[src/rtl/mips_cpu_pkg.sv]
// Shared CPU package: HI/LO op encoding, sequencer states and the ALU ctrl codes
// used by both the HI/LO sequencer and the main decoder.
package mips_cpu_pkg;

  typedef enum logic [2:0] {
    OpMult  = 3'd0,
    OpMultu = 3'd1,
    OpDiv   = 3'd2,
    OpDivu  = 3'd3,
    OpMthi  = 3'd4,
    OpMtlo  = 3'd5,
    OpNop   = 3'd6
  } hilo_op_t;

  typedef enum logic [1:0] {
    StIdle,
    StWait,
    StLow,
    StHigh
  } hilo_state_t;

  localparam logic [3:0] ALU_ADD      = 4'b0010;
  localparam logic [3:0] ALU_MULT_LO  = 4'b1000;
  localparam logic [3:0] ALU_MULT_HI  = 4'b1001;
  localparam logic [3:0] ALU_MULTU_LO = 4'b1010;
  localparam logic [3:0] ALU_MULTU_HI = 4'b1011;
  localparam logic [3:0] ALU_DIV_Q    = 4'b1100;
  localparam logic [3:0] ALU_DIV_R    = 4'b1101;
  localparam logic [3:0] ALU_DIVU_Q   = 4'b1110;
  localparam logic [3:0] ALU_DIVU_R   = 4'b1111;

  // ALU code for the pass that produces LO (low product half / quotient)
  function automatic logic [3:0] hilo_low_code(hilo_op_t op);
    case (op)
      OpMultu: return ALU_MULTU_LO;
      OpDiv:   return ALU_DIV_Q;
      OpDivu:  return ALU_DIVU_Q;
      default: return ALU_MULT_LO;
    endcase
  endfunction

  // ALU code for the pass that produces HI (high product half / remainder)
  function automatic logic [3:0] hilo_high_code(hilo_op_t op);
    case (op)
      OpMultu: return ALU_MULTU_HI;
      OpDiv:   return ALU_DIV_R;
      OpDivu:  return ALU_DIVU_R;
      default: return ALU_MULT_HI;
    endcase
  endfunction

endpackage

[src/rtl/mips_cpu_hilo_ctrl.sv]
// HI/LO sequencer: latches operands, runs a LO pass then a HI pass through the
// shared ALU, optionally preceded by DIV_WAIT settle cycles for divides.
// MTHI/MTLO write HI/LO directly from IDLE without going busy.
// Optional macro MIPS_HILO_DIVZ_EN adds a sticky divide-by-zero flag output `divz`.
module mips_cpu_hilo_ctrl
  import mips_cpu_pkg::*;
#(
  parameter int unsigned W        = 32,
  parameter int unsigned DIV_WAIT = 2,
  parameter int unsigned CW       = 4
) (
  input  logic          clk,
  input  logic          rst_n,
  input  logic          start,
  input  logic [2:0]    op,
  input  logic [W-1:0]  rs_val,
  input  logic [W-1:0]  rt_val,
  output logic [W-1:0]  alu_a,
  output logic [W-1:0]  alu_b,
  output logic [CW-1:0] alu_ctrl,
  input  logic [W-1:0]  alu_out,
  output logic [W-1:0]  hi,
  output logic [W-1:0]  lo,
  output logic          busy,
  output logic          done
`ifdef MIPS_HILO_DIVZ_EN
  ,
  output logic          divz
`endif
);

  localparam int unsigned CntW = (DIV_WAIT > 1) ? $clog2(DIV_WAIT) : 1;

  hilo_state_t     state_q, state_d;
  hilo_op_t        op_q, op_d;
  logic [CntW-1:0] cnt_q, cnt_d;
  logic [W-1:0]    opa_q, opa_d, opb_q, opb_d;
  logic [W-1:0]    hi_q, hi_d, lo_q, lo_d;
  logic [3:0]      ctrl;
  hilo_op_t        op_in;
  logic            is_mul_div, is_div;

  assign op_in      = hilo_op_t'(op);
  assign is_div     = (op_in == OpDiv) || (op_in == OpDivu);
  assign is_mul_div = (op_in == OpMult) || (op_in == OpMultu) || is_div;

  // Next-state: accept ops in IDLE, walk WAIT -> LOW -> HIGH, capture alu_out
  always_comb begin
    state_d = state_q;
    op_d    = op_q;
    cnt_d   = cnt_q;
    opa_d   = opa_q;
    opb_d   = opb_q;
    hi_d    = hi_q;
    lo_d    = lo_q;
    unique case (state_q)
      StIdle: begin
        if (start) begin
          if (is_mul_div) begin
            opa_d = rs_val;
            opb_d = rt_val;
            op_d  = op_in;
            if (is_div && (DIV_WAIT > 0)) begin
              state_d = StWait;
              cnt_d   = CntW'(DIV_WAIT - 1);
            end else begin
              state_d = StLow;
            end
          end else if (op_in == OpMthi) begin
            hi_d = rs_val;
          end else if (op_in == OpMtlo) begin
            lo_d = rs_val;
          end
        end
      end
      StWait: begin
        if (cnt_q == '0) state_d = StLow;
        else             cnt_d   = cnt_q - 1'b1;
      end
      StLow: begin
        lo_d    = alu_out;
        state_d = StHigh;
      end
      StHigh: begin
        hi_d    = alu_out;
        state_d = StIdle;
      end
      default: state_d = StIdle;
    endcase
  end

  // State and datapath registers; reset aborts any operation in flight
  always_ff @(posedge clk or negedge rst_n) begin
    if (!rst_n) begin
      state_q <= StIdle;
      op_q    <= OpMult;
      cnt_q   <= '0;
      opa_q   <= '0;
      opb_q   <= '0;
      hi_q    <= '0;
      lo_q    <= '0;
    end else begin
      state_q <= state_d;
      op_q    <= op_d;
      cnt_q   <= cnt_d;
      opa_q   <= opa_d;
      opb_q   <= opb_d;
      hi_q    <= hi_d;
      lo_q    <= lo_d;
    end
  end

  // ALU ctrl: idle code in IDLE, LO-pass code through WAIT/LOW, HI-pass code in HIGH
  always_comb begin
    ctrl = 4'b0000;
    unique case (state_q)
      StWait, StLow: ctrl = hilo_low_code(op_q);
      StHigh:        ctrl = hilo_high_code(op_q);
      default:       ctrl = 4'b0000;
    endcase
  end

  assign alu_ctrl = CW'(ctrl);
  assign alu_a    = opa_q;
  assign alu_b    = opb_q;
  assign hi       = hi_q;
  assign lo       = lo_q;
  assign busy     = (state_q != StIdle);
  assign done     = (state_q == StHigh);

`ifdef MIPS_HILO_DIVZ_EN
  logic divz_q;

  // Sticky flag: rewritten on every mul/div acceptance, untouched by MTHI/MTLO
  always_ff @(posedge clk or negedge rst_n) begin
    if (!rst_n) begin
      divz_q <= 1'b0;
    end else if (start && (state_q == StIdle) && is_mul_div) begin
      divz_q <= is_div && (rt_val == '0);
    end
  end

  assign divz = divz_q;
`endif

endmodule

[config.mk]
export PLATFORM = sky130hd
export DESIGN_NAME = mips_cpu_hilo_ctrl
export DESIGN_NICKNAME = d
export VERILOG_FILES = /design/src/rtl/mips_cpu_pkg.sv /design/src/rtl/mips_cpu_hilo_ctrl.sv
export SDC_FILE = /design/constraint.sdc
export NUM_CORES = 1
export LEC_CHECK = 0
export ABC_CLOCK_PERIOD_IN_PS = 2550
export CAP_MARGIN = 20
export CORE_UTILIZATION = 25
export DETAILED_ROUTE_END_ITERATION = 10
export HOLD_SLACK_MARGIN = 0.06
export SKIP_CTS_REPAIR_TIMING = 1
export SYNTH_ARGS = -nofsm -noshare
export SYNTH_HDL_FRONTEND = slang
export SYNTH_SLANG_ARGS = --single-unit
[constraint.sdc]
create_clock -name clk -period 2.55 [get_ports clk]
set_input_delay 0.51 -clock clk [delete_from_list [all_inputs] [get_ports clk]]
set_output_delay 0.51 -clock clk [all_outputs]
set_load 0.03 [all_outputs]
==> results.yml <==
sta:
  slew_headroom_pct: 56.0
  fin_crit_sh_pct: 96.4
  finalHoldViolCount: 0
  max_freq_mhz: 407
  report.final.slew_viol_count: 0
  rsz0062_at_grt: "false"
  fin_skew_ps: 12.8
  post-route-min-period_ps: 2460
  tightest_slew_ps: 660
  setup-tns-final_ps: 0
  finalSetupViolations: 0
  fin_hold_ws_ps: 79.2
synthesis:
  synth_top_area_cell: "dfrtp_1"
  synth_cell_types: 26
  ys_warn_count: 0
  ys_seq_area_share_pct: 56.6
  syn_avg_cell_area_um2: 15.5
  synth_top_area_share_pct: 56.6
  synthTopCellsByArea: "dfrtp_1 57%, mux2_2 36%, ha_1 1.3%"
  syn_area_um2: 5930
  synth-seq-cells: 134
  synth_nets: 490
  synth_cells: 382
critical_path:
  path_depth: 4
  crit_top_cell: "inv_1"
  cp_cell_sequence: "inv_1 > ha_1 > inv_1 > clkdlybuf4s50_1"
  crit_required_ps: 2040
  endpoint_kind: "output pin"
  cpMaxStageDelayCell: "clkdlybuf4s50_1"
  critPathKind: "reg2out"
  rr_endpoint: "hi[16]"
  worst-path-buf-inv: 3
  max_stage_delay_ps: 660
  cp-endpoint: "alu_ctrl[3]"
  cp_max_fo: 5
  reg2reg_slack_ps: 420
  path_delay_family: "buffers and inverters"
  critPathLaunchType: "register"
  crit_path_start: "state_q[0]"
  crit_arrival_ps: 1950
  reg2reg_from: "state_q[0]"
  r2r_cells: 6
pwr:
  leakagePower_uw: 0.00379
  p_sw_uw: 5540
  pwr-share-comb_pct: 54.1
  peakVddDrop_v: 0.000620
  power.share.clock_pct: 19.2
  p_per_area_nw_per_um2: 1520
  swShare_pct: 38.7
  seq_power_share_pct: 26.6
  p_int_uw: 8770
drt:
  route.detailed.drc: 0
  antenna_left: 0
  drt_iter0_markers: 108
  vias: 4133
  vias_per_cell: 4.34
  drt-pass1-iter-count: 4
  wl_per_cell_um: 16.8
  routed_wl_mm: 16.0
clock_network:
  cts.reportedPaths.clkPinSlew_ps: 60
  cts-buffers-inserted: 17
  cts_max_level: 4
  clock-sinks: 134
  clock_path_buffers: 2
  insertion_delay_ps: 420
  cts_tree: "done"
  cts_root_buffer: "clkbuf_16"
worst_hold_path:
  worstHoldPathType: "in2async"
global_route:
  grt_max_degree: 67
  grt_pass1_vias: 4564
  grtUsageTotal_pct: 13.6
  grt_first_pass_wirelength_mm: 25.3
  antenna_found_initial: 0
  overflow: 0
finish:
  fin_cells: 953
  drive_above_1_share_pct: 38.0
  nNetsFinal: 735
  seq_area_um2: 3350
  multi_input_area_um2: 2440
  antenna_cells: 0
  fillers: 2105
  synthToLayoutAreaGrowth_pct: 58.4
  utilization_pct: 41.0
floorplanning:
  core_um2: 22900
  die-area_um2: 24300
  dieWidth_um: 156
  placementRows: 55
  die-height_um: 156
  io-pin-count: 236
  start_util_pct: 25.9
placement:
  dp_cells: 921
  place.port_buffers: 235
  routabilityCongestion: 0.714
  hpwl_mm: 11.6
flow_run:
  max-cap-violations: 0
status:
  status: "finished clean"
[per-layer routing]
layer	routed length [µm]	GRT usage, %	vias up
met2	7860	22.8	149
met1	6850	16.3	2109
met5	0	0	-
li1	-	-	1861
met3	1080	4.11	14
met4	218	5.14	0
[state kept, by name, summed over array words and instances, names as in the netlist]
name and count:
cnt_q 1, alu_a 32, lo 32, alu_b 32, hi 32, op_q 3
state_q 2
[kinds of logic after synthesis]
kind of cell	after synthesis	synth area share, %
and+or+nand+nor	12	1.18
buffers and inverters	27	2.53
DFF	134	56.6
adders and majority gates	6	1.27
AOI/OAI and AO/OA	7	1.25
muxes	196	37.2
[worst min path at each step]
stage	to	depth (start not counted)	from	slack [ps]
after floorplan	alu_a[0]	0	rst_n	210
after global placement	hi[5]	1	hi[5]	470
after detailed placement	op_q[2]	1	op_q[2]	490
after CTS	alu_a[2]	1	rst_n	100
after global routing	alu_a[6]	1	rst_n	120
final	alu_a[6]	1	rst_n	80
[cells in the final DEF, fill, tap and decap left out, types with 2 or more instances in the layout]
cell               n
dfrtp_1          134
mux2_2           191
clkdlybuf4s50_1  231
inv_1              4
mux2_1             4
nand2_1            2
ha_1               4
clkinv_4           4
bufinv_16          5
nand2b_1           2
o21ai_0            2
clkbuf_1           2
clkbuf_16         17
buf_12             6
and2_1             2
ha_2               2
buf_4              9
clkbuf_8           2
[Yosys cell counts]
cell type	n
mux2_2	191
dfrtp_1	134
clkbuf_1	8
buf_2	6
ha_1	6
buf_4	5
inv_1	4
mux2_1	4
buf_6	3
and2_1	2
nand2_1	2
nand2b_1	2
o21ai_0	2
a211oi_1	1
a21oi_1	1
a22oi_1	1
and3_1	1
and3b_1	1
inv_2	1
mux2i_1	1
nand3b_1	1
nor2_1	1
nor2b_1	1
nor3_1	1
o32ai_2	1
o41ai_4	1
[stage by stage]
stage               power, µW  worst slack [ps]  instance area, µm²
finish                  14300              91.5                9390
floorplan                8430               145                5930
global route            15000              5.93                9390
detailed placement      11700               232                8730
CTS                     14500             -56.5                9390
global placement        11500               288                8730
[power groups by stage]
| stage | combinational [µW] | sequential [µW] | clock (µW) |
|---|---|---|---|
| floorplan | 2570 | 5860 | 0 |
| global placement | 7710 | 3810 | 0 |
| detailed placement | 7820 | 3850 | 0 |
| CTS | 7850 | 3830 | 2840 |
| global route | 8140 | 3960 | 2930 |
| finish | 7750 | 3810 | 2750 |
[final cells by class]
type	count	share of cell area, %
Tap cell	313	4.17
Clock buffer	21	4.90
Timing Repair Buffer	248	26.9
Sequential cell	134	35.7
Inverter	5	0.200
Multi-Input combinational cell	221	26.0
Clock inverter	11	2.11
No activity file was read; power rests on OpenSTA's default activity.
